## src/rtl/pipe_elastic_stage_pkg.sv

```systemverilog
// Shared pipeline-stage types: occupancy state encoding and occupancy width.
// Used by every elastic stage boundary (F/D, D/E, E/M, M/W).
package pipe_pkg;

   typedef enum logic [1:0] {
      EMPTY = 2'd0,
      FULL  = 2'd1,
      SKID  = 2'd2
   } pipe_state_e;

   localparam int OCC_W = 2;

   // State encoding doubles as the beat count held by the stage.
   function automatic logic [OCC_W-1:0] occ_of(input pipe_state_e s);
      return s;
   endfunction

endpackage

```

## src/rtl/pipe_elastic_stage_if.sv

```systemverilog
// Valid/ready beat channel carrying a control bundle and a data bundle.
// master drives the beat, slave returns ready.
interface pipe_elastic_stage_if #(
   parameter int CTRL_WIDTH = 12,
   parameter int DATA_WIDTH = 180
);
   logic                  valid;
   logic                  ready;
   logic [CTRL_WIDTH-1:0] ctrl;
   logic [DATA_WIDTH-1:0] data;

   modport master (output valid, output ctrl, output data, input ready);
   modport slave  (input valid, input ctrl, input data, output ready);
endinterface

```

## src/rtl/pipe_elastic_stage_slot.sv

```systemverilog
// One register entry of an elastic stage: load captures d, clear zeroes it.
// clear wins over load so a flush always leaves the entry empty.
module pipe_slot #(
   parameter int W = 8
) (
   input  logic         clk,
   input  logic         rst_n,
   input  logic         load,
   input  logic         clear,
   input  logic [W-1:0] d,
   output logic [W-1:0] q
);

   logic [W-1:0] data_reg;

   always_ff @(posedge clk or negedge rst_n) begin
      if (!rst_n) begin
         data_reg <= '0;
      end else if (clear) begin
         data_reg <= '0;
      end else if (load) begin
         data_reg <= d;
      end
   end

   assign q = data_reg;

endmodule

```

## src/rtl/pipe_elastic_stage.sv

```systemverilog
// Elastic pipeline register with flush and bubble-zeroed control.
// Define PIPE_SKID_EN for the 2-entry skid buffer with registered in_ready; otherwise single slot.
module pipe_elastic_stage
   import pipe_pkg::*;
#(
   parameter int CTRL_WIDTH = 12,
   parameter int DATA_WIDTH = 180
) (
   input  logic                clk,
   input  logic                rst_n,
   input  logic                flush_i,
   pipe_elastic_stage_if.slave  in_if,
   pipe_elastic_stage_if.master out_if,
   output logic [OCC_W-1:0]    occ
);

   localparam int W = CTRL_WIDTH + DATA_WIDTH;

   pipe_state_e  state_reg;
   logic         accept;
   logic         emit;
   logic         out_valid;
   logic         main_load;
   logic [W-1:0] in_beat;
   logic [W-1:0] main_d;
   logic [W-1:0] main_q;

   assign in_beat   = {in_if.ctrl, in_if.data};
   assign out_valid = (state_reg != EMPTY);
   assign accept    = in_if.valid & in_if.ready;
   assign emit      = out_valid & out_if.ready;

`ifdef PIPE_SKID_EN
   logic         skid_load;
   logic [W-1:0] skid_q;

   // Ready comes straight from the state register, breaking the out_ready->in_ready path.
   assign in_if.ready = (state_reg != SKID);

   assign main_load = ((state_reg == EMPTY) && accept)
                    || ((state_reg == FULL) && accept && emit)
                    || ((state_reg == SKID) && emit);
   assign skid_load = (state_reg == FULL) && accept && !emit;
   assign main_d    = (state_reg == SKID) ? skid_q : in_beat;

   pipe_slot #(.W(W)) u_skid (
      .clk   (clk),
      .rst_n (rst_n),
      .load  (skid_load),
      .clear (flush_i),
      .d     (in_beat),
      .q     (skid_q)
   );

   always_ff @(posedge clk or negedge rst_n) begin
      if (!rst_n) begin
         state_reg <= EMPTY;
      end else if (flush_i) begin
         state_reg <= EMPTY;
      end else begin
         case (state_reg)
            EMPTY: if (accept) state_reg <= FULL;
            FULL: begin
               if (accept && !emit) begin
                  state_reg <= SKID;
               end else if (!accept && emit) begin
                  state_reg <= EMPTY;
               end
            end
            SKID:  if (emit) state_reg <= FULL;
            default: state_reg <= EMPTY;
         endcase
      end
   end
`else
   // Single slot: room exists when the held beat leaves this cycle or nothing is held.
   assign in_if.ready = out_if.ready | ~out_valid;
   assign main_load   = accept;
   assign main_d      = in_beat;

   always_ff @(posedge clk or negedge rst_n) begin
      if (!rst_n) begin
         state_reg <= EMPTY;
      end else if (flush_i) begin
         state_reg <= EMPTY;
      end else begin
         case (state_reg)
            EMPTY: if (accept) state_reg <= FULL;
            FULL:  if (emit && !accept) state_reg <= EMPTY;
            default: state_reg <= EMPTY;
         endcase
      end
   end
`endif

   pipe_slot #(.W(W)) u_main (
      .clk   (clk),
      .rst_n (rst_n),
      .load  (main_load),
      .clear (flush_i),
      .d     (main_d),
      .q     (main_q)
   );

   // Stale main contents after a drain must not leak control into a bubble.
   assign out_if.valid = out_valid;
   assign out_if.ctrl  = out_valid ? main_q[W-1 -: CTRL_WIDTH] : '0;
   assign out_if.data  = main_q[DATA_WIDTH-1:0];
   assign occ          = occ_of(state_reg);

endmodule

```

## src/flat_wrapper.sv

```systemverilog
// flat-port wrapper written by rule: the top's interface ports become plain ports
module pipe_elastic_stage_flat import pipe_pkg::*;
#(
   parameter int CTRL_WIDTH = 12,
   parameter int DATA_WIDTH = 180
)
  (clk, rst_n, flush_i, occ, in_if_valid, in_if_ctrl, in_if_data, in_if_ready, out_if_valid, out_if_ctrl, out_if_data, out_if_ready);
  pipe_elastic_stage_if #(.CTRL_WIDTH(CTRL_WIDTH), .DATA_WIDTH(DATA_WIDTH)) in_if_i ();
  pipe_elastic_stage_if #(.CTRL_WIDTH(CTRL_WIDTH), .DATA_WIDTH(DATA_WIDTH)) out_if_i ();
  input  logic clk;
  input  logic rst_n;
  input  logic flush_i;
  output logic [OCC_W-1:0] occ;
  input wire logic [$bits(in_if_i.valid)-1:0] in_if_valid;
  input wire logic [$bits(in_if_i.ctrl)-1:0] in_if_ctrl;
  input wire logic [$bits(in_if_i.data)-1:0] in_if_data;
  output wire logic [$bits(in_if_i.ready)-1:0] in_if_ready;
  output wire logic [$bits(out_if_i.valid)-1:0] out_if_valid;
  output wire logic [$bits(out_if_i.ctrl)-1:0] out_if_ctrl;
  output wire logic [$bits(out_if_i.data)-1:0] out_if_data;
  input wire logic [$bits(out_if_i.ready)-1:0] out_if_ready;
  assign in_if_i.valid = in_if_valid;
  assign in_if_i.ctrl = in_if_ctrl;
  assign in_if_i.data = in_if_data;
  assign in_if_ready = in_if_i.ready;
  assign out_if_valid = out_if_i.valid;
  assign out_if_ctrl = out_if_i.ctrl;
  assign out_if_data = out_if_i.data;
  assign out_if_i.ready = out_if_ready;
  pipe_elastic_stage #(.CTRL_WIDTH(CTRL_WIDTH), .DATA_WIDTH(DATA_WIDTH)) u_core (.clk(clk), .rst_n(rst_n), .flush_i(flush_i), .in_if(in_if_i), .out_if(out_if_i), .occ(occ));
endmodule
```

## config.mk

```make
export PLATFORM = sky130hd
export DESIGN_NAME = pipe_elastic_stage_flat
export DESIGN_NICKNAME = d
export VERILOG_FILES = /design/src/rtl/pipe_elastic_stage_pkg.sv /design/src/rtl/pipe_elastic_stage_if.sv /design/src/rtl/pipe_elastic_stage_slot.sv /design/src/rtl/pipe_elastic_stage.sv /design/src/flat_wrapper.sv
export SDC_FILE = /design/constraint.sdc
export NUM_CORES = 1
export LEC_CHECK = 0
export ABC_AREA = 0
export CAP_MARGIN = 40
export CORE_MARGIN = 2
export CORE_UTILIZATION = 46
export DETAILED_ROUTE_END_ITERATION = 7
export PLACE_DENSITY = 0.86
export SYNTH_ARGS = -nofsm -noshare
export SYNTH_HDL_FRONTEND = slang
export SYNTH_SLANG_ARGS = --single-unit
```

## constraint.sdc

```tcl
create_clock -name clk -period 1.5 [get_ports clk]
set_input_delay 0.3 -clock clk [delete_from_list [all_inputs] [get_ports clk]]
set_output_delay 0.3 -clock clk [all_outputs]
set_load 0.02 [all_outputs]
```

# After elaboration in Yosys (flattened, before gate mapping)
# Index checks and enable logic that the tools add are counted.
dict set report word_totals {
  elab_cells 22
  input_bits 197
  register_bits 194
  output_inout_bits 196
}
dict set report classes {
  eq_ne 3
  bitwise_logic 4
  n_reduce_logical 6
  muxes 7
}
# op n
set op_table {}
lappend op_table {{two-way mux 192 bit} 2}
lappend op_table {{two-way mux 12 bit} 1}
lappend op_table {{two-way mux 2 bit} 3}
lappend op_table {{inequality test 3 x 2 -> 1 bit, second input constant} 2}
lappend op_table {{case mux 2 bit (2 select lines)} 1}
lappend op_table {{nonzero test 2 bit} 2}
lappend op_table {{bitwise AND 1 bit} 2}
lappend op_table {{== test 2 x 1 -> 1 bit, second input constant} 1}
lappend op_table {{zero test 2 bit} 1}
lappend op_table {{AND reduction 2 bit} 1}
lappend op_table {{logical AND 1 bit} 1}
lappend op_table {{zero test 1 bit} 1}
lappend op_table {{NOT 1 bit} 1}
lappend op_table {{bitwise OR 1 bit} 1}

# Longest topological paths before layout
# Gate-level depths: netlist of the first run.
dict set report logic_depth {
  word_depth 9
  mapped_depth 6
  mapped_depth_nobuf 3
}

# Modules after synthesis
# Synthesis of the first run repeated with hierarchy kept, for this count alone.
dict set report hier_totals {
  hier_cells 640
  area_unflattened_um2 8117.8
}
# mod seq_area_each_um2 cells_each area_per_inst_um2 instances
set modules_own_cells {}
lappend modules_own_cells {pipe_slot 4804.6 619 7961.4 1}
lappend modules_own_cells {pipe_elastic_stage 25.0 21 156.4 1}

# Worst setup path before layout of the first run
# No wires, ideal clock.
dict set report synth_path {
  kind {register to register}
  startpoint {register u_core.state_reg[0] (netlist: u_core.occ[0])}
  endpoint {register u_core.u_main.data_reg[89] (netlist: u_core.u_main.q[89])}
  arrival_ns 1.285
  stages_incl_launch_ff 7
  setup_ns 0.078
  setup_slack_ns 0.137
  required_ns 1.422
  n_path_buf 3
  synth_period_minus_slack_ns 1.363
  path_cell_list {dfrtp_1 -> nand2b_1 -> buf_6 -> buf_6 -> buf_6 -> a21bo_1 -> a21oi_2}
}
dict set report synth_via {
  elab_chain_cells 5
}
# element line
set synth_rtl {}
lappend synth_rtl {{start: declaration} pipe_elastic_stage.sv:19} ;# pipe_state_e state_reg;
lappend synth_rtl {{start signal: assignment} pipe_elastic_stage.sv:83} ;# state_reg <= EMPTY;
lappend synth_rtl {{start signal: assignment} pipe_elastic_stage.sv:85} ;# state_reg <= EMPTY;
lappend synth_rtl {{start signal: assignment} pipe_elastic_stage.sv:88} ;# EMPTY: if (accept) state_reg <= FULL;
lappend synth_rtl {{nonzero test 2 bit} pipe_elastic_stage.sv:29} ;# assign out_valid = (state_reg != EMPTY);
lappend synth_rtl {{NOT 1 bit} pipe_elastic_stage.sv:77} ;# assign in_if.ready = out_if.ready | ~out_valid;
lappend synth_rtl {{bitwise OR 1 bit} pipe_elastic_stage.sv:77}
lappend synth_rtl {{bitwise AND 1 bit} pipe_elastic_stage.sv:30} ;# assign accept = in_if.valid & in_if.ready;
lappend synth_rtl {{nonzero test 2 bit (no line)} --}
lappend synth_rtl {{end signal: assignment} pipe_elastic_stage_slot.sv:18} ;# data_reg <= '0;
lappend synth_rtl {{end signal: assignment} pipe_elastic_stage_slot.sv:20} ;# data_reg <= '0;
lappend synth_rtl {{end signal: assignment} pipe_elastic_stage_slot.sv:22} ;# data_reg <= d;
lappend synth_rtl {{end: declaration} pipe_elastic_stage_slot.sv:14} ;# logic [W-1:0] data_reg;
# No other way between the ends.
# A chain may end at the register's enable or synchronous reset.

# Worst setup path after layout of the first run
dict set report layout_path {
  startpoint {register u_core.state_reg[0] (netlist: u_core.occ[0])}
  endpoint {register u_core.u_main.data_reg[94] (netlist: u_core.u_main.q[94])}
}
# Same word-level chain as after synthesis.

==> reports/qor.csv, run 1 <==
metric;value;unit
status;finished with violations;
violations;negative setup slack;
grt_setup_unrepaired;yes;
clock_sinks;193;
min_period_over_period;109;%
worstSkewPairLatency;0.44;ns
drv_slew;0;
drive_gt1_share;31.7;%
via_per_inst;5.50;
dp_hpwl;21300;um
die_area;25400;um2
yosysWarnings;0;
grt_max_degree;48;
timing.rr.end;u_core.u_main.q[94];
place_inst;1565;
drcViolationCount;0;
cts.path.max_buffers;2;
htree_levels;4;
gp_congestion;0.845;
yosysSeqAreaShare;43.5;%
clock-skew-final;0.0172;ns
maxCapViolCount;0;
whs_endpoint;u_core.u_main.q[164];
worstPathRequired;1.86;ns
root_buffer;clkbuf_16;
fp.coreArea;23600;um2
reg2regPathDepth;8;
place_ws;-0.340;ns
grt_util_all_layers;25.8;%
end_kind;register;
total_power;13300;uW
drt_iter0_drc;726;
ys_ff_latch;193;
timing.fmax;611;MHz
n_antenna_cell;0;
setup_viol;151;
path_max_fanout;8;
power_leakage;0.00731;uW
tns;-7.05;ns
final_antenna_net_count;0;
wl;34700;um
wl_per_cell;21.2;um
via_count;8981;
critPathKind;register to register;
boundaryPins;393;
fin_crit;1.64;ns
grt_pass1_vias;9224;
hold_viol;0;
syn_nets;1272;
overflow;0;
die_h;159;um
cts_buffers;17;
final_cells;1634;
drtPass1Iterations;5;
hold_path_startpoint;flush_i;
grt_first_pass_wirelength;52000;um
clkTransAtPathRegs;0.08;ns
avgSynthCellArea;10.3;um2
vdd_drop_max;0.698;mV
die_x;159;um
yosysUniqueCellTypes;15;
netlist_area;11100;um2
cts_tree;yes;
finish.net_count;1499;
antenna_found_initial;0;
p_per_area;834;nW/um2
core.rowCount;56;
start_util;47.0;%
reg2reg_slack;-0.14;ns
port_buffers;391;
fillers;1694;
worstHoldPathCells;2;
r2r_start;u_core.occ[0];
hp-class;input port to register;
start_kind;register;
syn_inst;1075;
area_growth;44.2;%
arrival;2.00;ns
finalWorstSetupSlack;-0.137;ns
[cells in the final DEF, fill, tap and decap left out, types with 2 or more instances in the layout]
cell type        instances
nand3_1                149
dlygate4sd2_1          153
clkbuf_2                 4
inv_8                    2
nand3_2                 40
nand3_4                  3
clkinv_4                 3
clkbuf_16               24
a21oi_1                 37
a21bo_2                 42
clkdlybuf4s15_1         23
buf_6                   29
inv_6                    6
clkdlybuf4s50_1        193
a21bo_4                  4
clkbuf_8                 3
buf_8                    8
dfrtp_1                192
and2_4                  11
buf_16                  12
a21bo_1                146
a21oi_2                156
buf_12                  31
buf_4                   34
[layout make-up]
cell class                      count  area [um2]  area share [%]
Clock buffer                       19         443            2.77
Sequential cell                   193        4830            30.2
Multi-Input combinational cell    591        4820            30.1
Tap cell                          319         399            2.49
Timing Repair Buffer              498        5390            33.7
Clock inverter                     13         114           0.712
Inverter                            1        3.75          0.0235
[repair_timing]
| item | CTS | global route |
|---|---|---|
| gates resized for setup | 393 | 93 |
| endpoints found under the hold margin | 34 | 0 |
| buffers inserted | 14 | 12 |
| gates cloned | 16 | 7 |
| endpoints found under the setup margin | 335 | 227 |
| pin swaps | 146 | 54 |
| hold buffers | 1 | 0 |
[stage by stage]
step           util, %  hold WS [ns]  area, um2
5_1_grt           67.8         0.306      16000
3_3_place_gp      60.6         0.267      14300
2_1_floorplan        -       0.00441      11100
4_1_cts           66.7         0.287      15700
6_report          67.8         0.304      16000
3_5_place_dp      60.6         0.274      14300
[where the power goes]
part	internal [uW]	switching (uW)	leakage (uW)	total, uW
logic	1590	1620	0.00445	3210
clock network	2240	2240	0.000274	4480
registers	5490	167	0.00258	5650
total	9320	4030	0.00731	13300
[kinds of logic (layout without fill, tap and decap cells)]
family	count (synthesis)	count (layout)	synth area share (%)
compound gates	385	385	29.4
buf+inv	291	531	17.7
flops	193	193	43.5
other cells	1	1	0.0338
simple gates	205	205	9.39
[cells in the mapped netlist]
cell type / count / area (um2)
nand3_1: 192 / 961
buf_2: 34 / 170
buf_6: 18 / 203
buf_1: 13 / 48.8
and2_1: 12 / 75.1
a21oi_2: 100 / 876
a21bo_1: 146 / 1460
conb_1: 1 / 3.75
dfrtp_1: 193 / 4830
clkbuf_1: 41 / 154
buf_4: 184 / 1380
a21oi_1: 93 / 465
inv_1: 1 / 3.75
a21bo_2: 46 / 460
nand2b_1: 1 / 6.26
[how the worst max path moves through the flow]
stage / from / to / slack [ns]
after floorplan: u_core.occ[0] / u_core.u_main.q[89] / 0.14
after global placement: out_if_ready / in_if_ready / -0.32
after detailed placement: out_if_ready / u_core.u_main.q[165] / -0.34
after CTS: u_core.occ[0] / u_core.u_main.q[28] / -0.23
after global routing: u_core.occ[0] / u_core.u_main.q[94] / -0.18
final: u_core.occ[0] / u_core.u_main.q[94] / -0.14
[layer usage]
metal  track usage (%)  vias to the layer above  share of wire [%]
met5                 0                        -                  0
met4              11.1                        0                3.5
met3              5.68                       76                6.5
met2              44.1                      407                 50
met1              31.4                     4477                 40
li1                  -                     4021                  -
[sequential cells by signal, summed over array words and instances (netlist names)]
register         cells
u_core.u_main.q    192
u_core.occ           1
[critical path, stage by stage (launching register included)]
cell,delay [ns]
dfrtp_2,0.41
buf_6,0.15
nand2b_4,0.09
buf_12,0.15
buf_16,0.15
buf_12,0.14
buf_16,0.14
a21bo_1,0.18
a21oi_2,0.16
Power figures use the tool's default switching activity.
==> inputs of run 2 (changes only) <==
--- a/config.mk
+++ b/config.mk
@@ -10,5 +10,5 @@
 export CORE_MARGIN = 2
-export CORE_UTILIZATION = 46
+export CORE_UTILIZATION = 45
 export DETAILED_ROUTE_END_ITERATION = 7
-export PLACE_DENSITY = 0.86
+export PLACE_DENSITY = 0.77
 export SYNTH_ARGS = -nofsm -noshare
==> constraint.sdc (replaced) <==
create_clock -name clk -period 1.5 [get_ports clk]
set_input_delay 0.15 -clock clk [delete_from_list [all_inputs] [get_ports clk]]
set_output_delay 0.15 -clock clk [all_outputs]
set_load 0.02 [all_outputs]
==> reports/qor.csv, run 2 (synthesis gave the netlist of run 1 again) <==
metric;value;unit;change
cts_tree;yes;;
hold_path_startpoint;in_if_valid;;
final_antenna_net_count;0;;unchanged
grt_setup_unrepaired;yes;;
hold_viol;0;;unchanged
worst_pin_slew;0.509;ns;
die_x;161;um;+1.1%
critPathBufInv;2;;-3
dp_hpwl;20800;um;-2.5%
drcViolationCount;0;;unchanged
crit_chain;buf_12 -> dlygate4sd2_1;;
timing.fmax;697;MHz;+14%
drv_slew;0;;unchanged
setup_viol;0;;-100%
place_area;14200;um2;-0.87%
min_period_over_period;95.6;%;-13 points
end_kind;primary output;;
drt_iter0_drc;486;;-33%
crit_slowest_cell;dfrtp_1;;
core.rowCount;57;;+1.8%
n_antenna_cell;0;;unchanged
drive_gt1_share;19.9;%;-12 points
wl;29400;um;-15%
reg2reg_slack;0.07;ns;+0.20 ns
slew_headroom;66.1;%;
vdd_drop_max;0.726;mV;+4.0%
r2r_start;u_core.occ[0];;
start_kind;register;;
port_buffers;391;;unchanged
critPathKind;register to primary output;;
start_util;45.8;%;-1.2 points
clkTransAtPathRegs;0.08;ns;about the same
clock-skew-final;0.0171;ns;-0.000110 ns
crit_path_max_incr_delay;0.40;ns;about the same
via_per_inst;5.23;;-4.8%
grt_pass1_vias;8350;;-9.5%
finish.net_count;1449;;-3.3%
antenna_found_initial;0;;unchanged
fp.coreArea;24200;um2;+2.7%
cts_buffers;17;;unchanged
path_max_fanout;15;;+7
wl_per_cell;18.5;um;-13%
arrival;1.28;ns;-0.72 ns
grt_first_pass_wirelength;46300;um;-11%
design_area;14500;um2;-9.3%
gp_congestion;0.812;;-3.9%
power_leakage;0.00681;uW;-6.9%
p_per_area;902;nW/um2;+8.2%
fin_crit;1.43;ns;-0.202 ns
grt_util_all_layers;22.2;%;-3.5 points
die_h;161;um;+1.1%
worstSkewPairLatency;0.43;ns;about the same
worstPathRequired;1.35;ns;-0.51 ns
status;completed;;
hp-class;input port to register;;
cts.path.max_buffers;2;;unchanged
reg2regPathDepth;6;;-2
layout_common_cells;193 x clkdlybuf4s50_1, 193 x dfrtp_1, 192 x nand3_1;;
die_area;25900;um2;+2.2%
root_buffer;clkbuf_16;;
overflow;0;;unchanged
largest_reg_flops;192;;unchanged
post-cts-setup-buffer-count;0;;-14
boundaryPins;393;;unchanged
worstHoldPathCells;3;;+1
grt_max_degree;53;;+10%
maxCapViolCount;0;;unchanged
htree_levels;4;;unchanged
clock_sinks;193;;unchanged
total_power;13100;uW;-1.9%
via_count;8311;;-7.5%
drtPass1Iterations;4;;-1
critPathTopFamily;buffers and inverters;;
timing.rr.end;u_core.u_main.q[151];;
whs_endpoint;u_core.u_main.q[145];;
place_ws;-0.100;ns;+0.240 ns
finalWorstSetupSlack;0.0654;ns;+0.202 ns
area_growth;30.7;%;
[run 2: power by group]
group	internal (uW)	total, uW	switching, uW
combinational	1310	2720	1410
clock	2440	4750	2310
sequential	5480	5630	146
total	9230	13100	3860
[run 2: area by class of cell]
type,count,area [um2]
clock buffer,18,439
sequential,193,4830
multi-input combinational,591,4320
fill,2113,9740
clock inverter,14,168
timing repair buffer,448,4340
inverter,1,3.75
tap,324,405
[run 2: worst reg2reg max path, stage by stage, from the launching register on]
cell,delay (ns)
dfrtp_1,0.37
buf_12,0.15
nand2b_4,0.10
buf_12,0.19
buf_4,0.19
a21bo_1,0.19
a21oi_1,0.16
[run 2: routing by layer]
metal	global-route usage, %	wire, um	vias up
met5	0	0	-
met4	9.78	1140	0
met3	4.80	1740	63
met2	36.1	13900	288
met1	28.8	12600	4052
li1	-	-	3908
[run 2: per-stage QoR]
| stage | hold WS, ns | instances | TNS, ns | util, % |
|---|---|---|---|---|
| 2_1_floorplan | -0.146 | 1075 | 0 | - |
| 6_report | 0.124 | 1589 | 0 | 59.8 |
| 5_1_grt | 0.122 | 1589 | -0.0540 | 59.8 |
| 3_3_place_gp | 0.160 | 1556 | -5.05 | 58.5 |
| 3_5_place_dp | 0.164 | 1556 | -6.83 | 58.5 |
| 4_1_cts | 0.104 | 1589 | 0 | 59.8 |
[run 2: worst max-delay path by stage]
stage | startpoint | endpoint | slack (ns) | cells past startpoint
detailed placement | out_if_ready | u_core.u_main.q[139] | -0.10 | 6
finish | u_core.occ[0] | occ[0] | 0.07 | 2
global route | u_core.occ[0] | u_core.u_main.q[72] | -0.02 | 6
global placement | out_if_ready | u_core.u_main.q[139] | -0.08 | 6
CTS | u_core.occ[0] | u_core.u_main.q[139] | 0.03 | 6
floorplan | u_core.occ[0] | u_core.u_main.q[89] | 0.14 | 6
[run 2: timing repair]
item / in CTS / in global routing
endpoints found under the hold margin: 43 / 0
endpoints found under the setup margin: 195 / 9
gates resized for setup: 234 / 2
hold buffers: 1 / 0
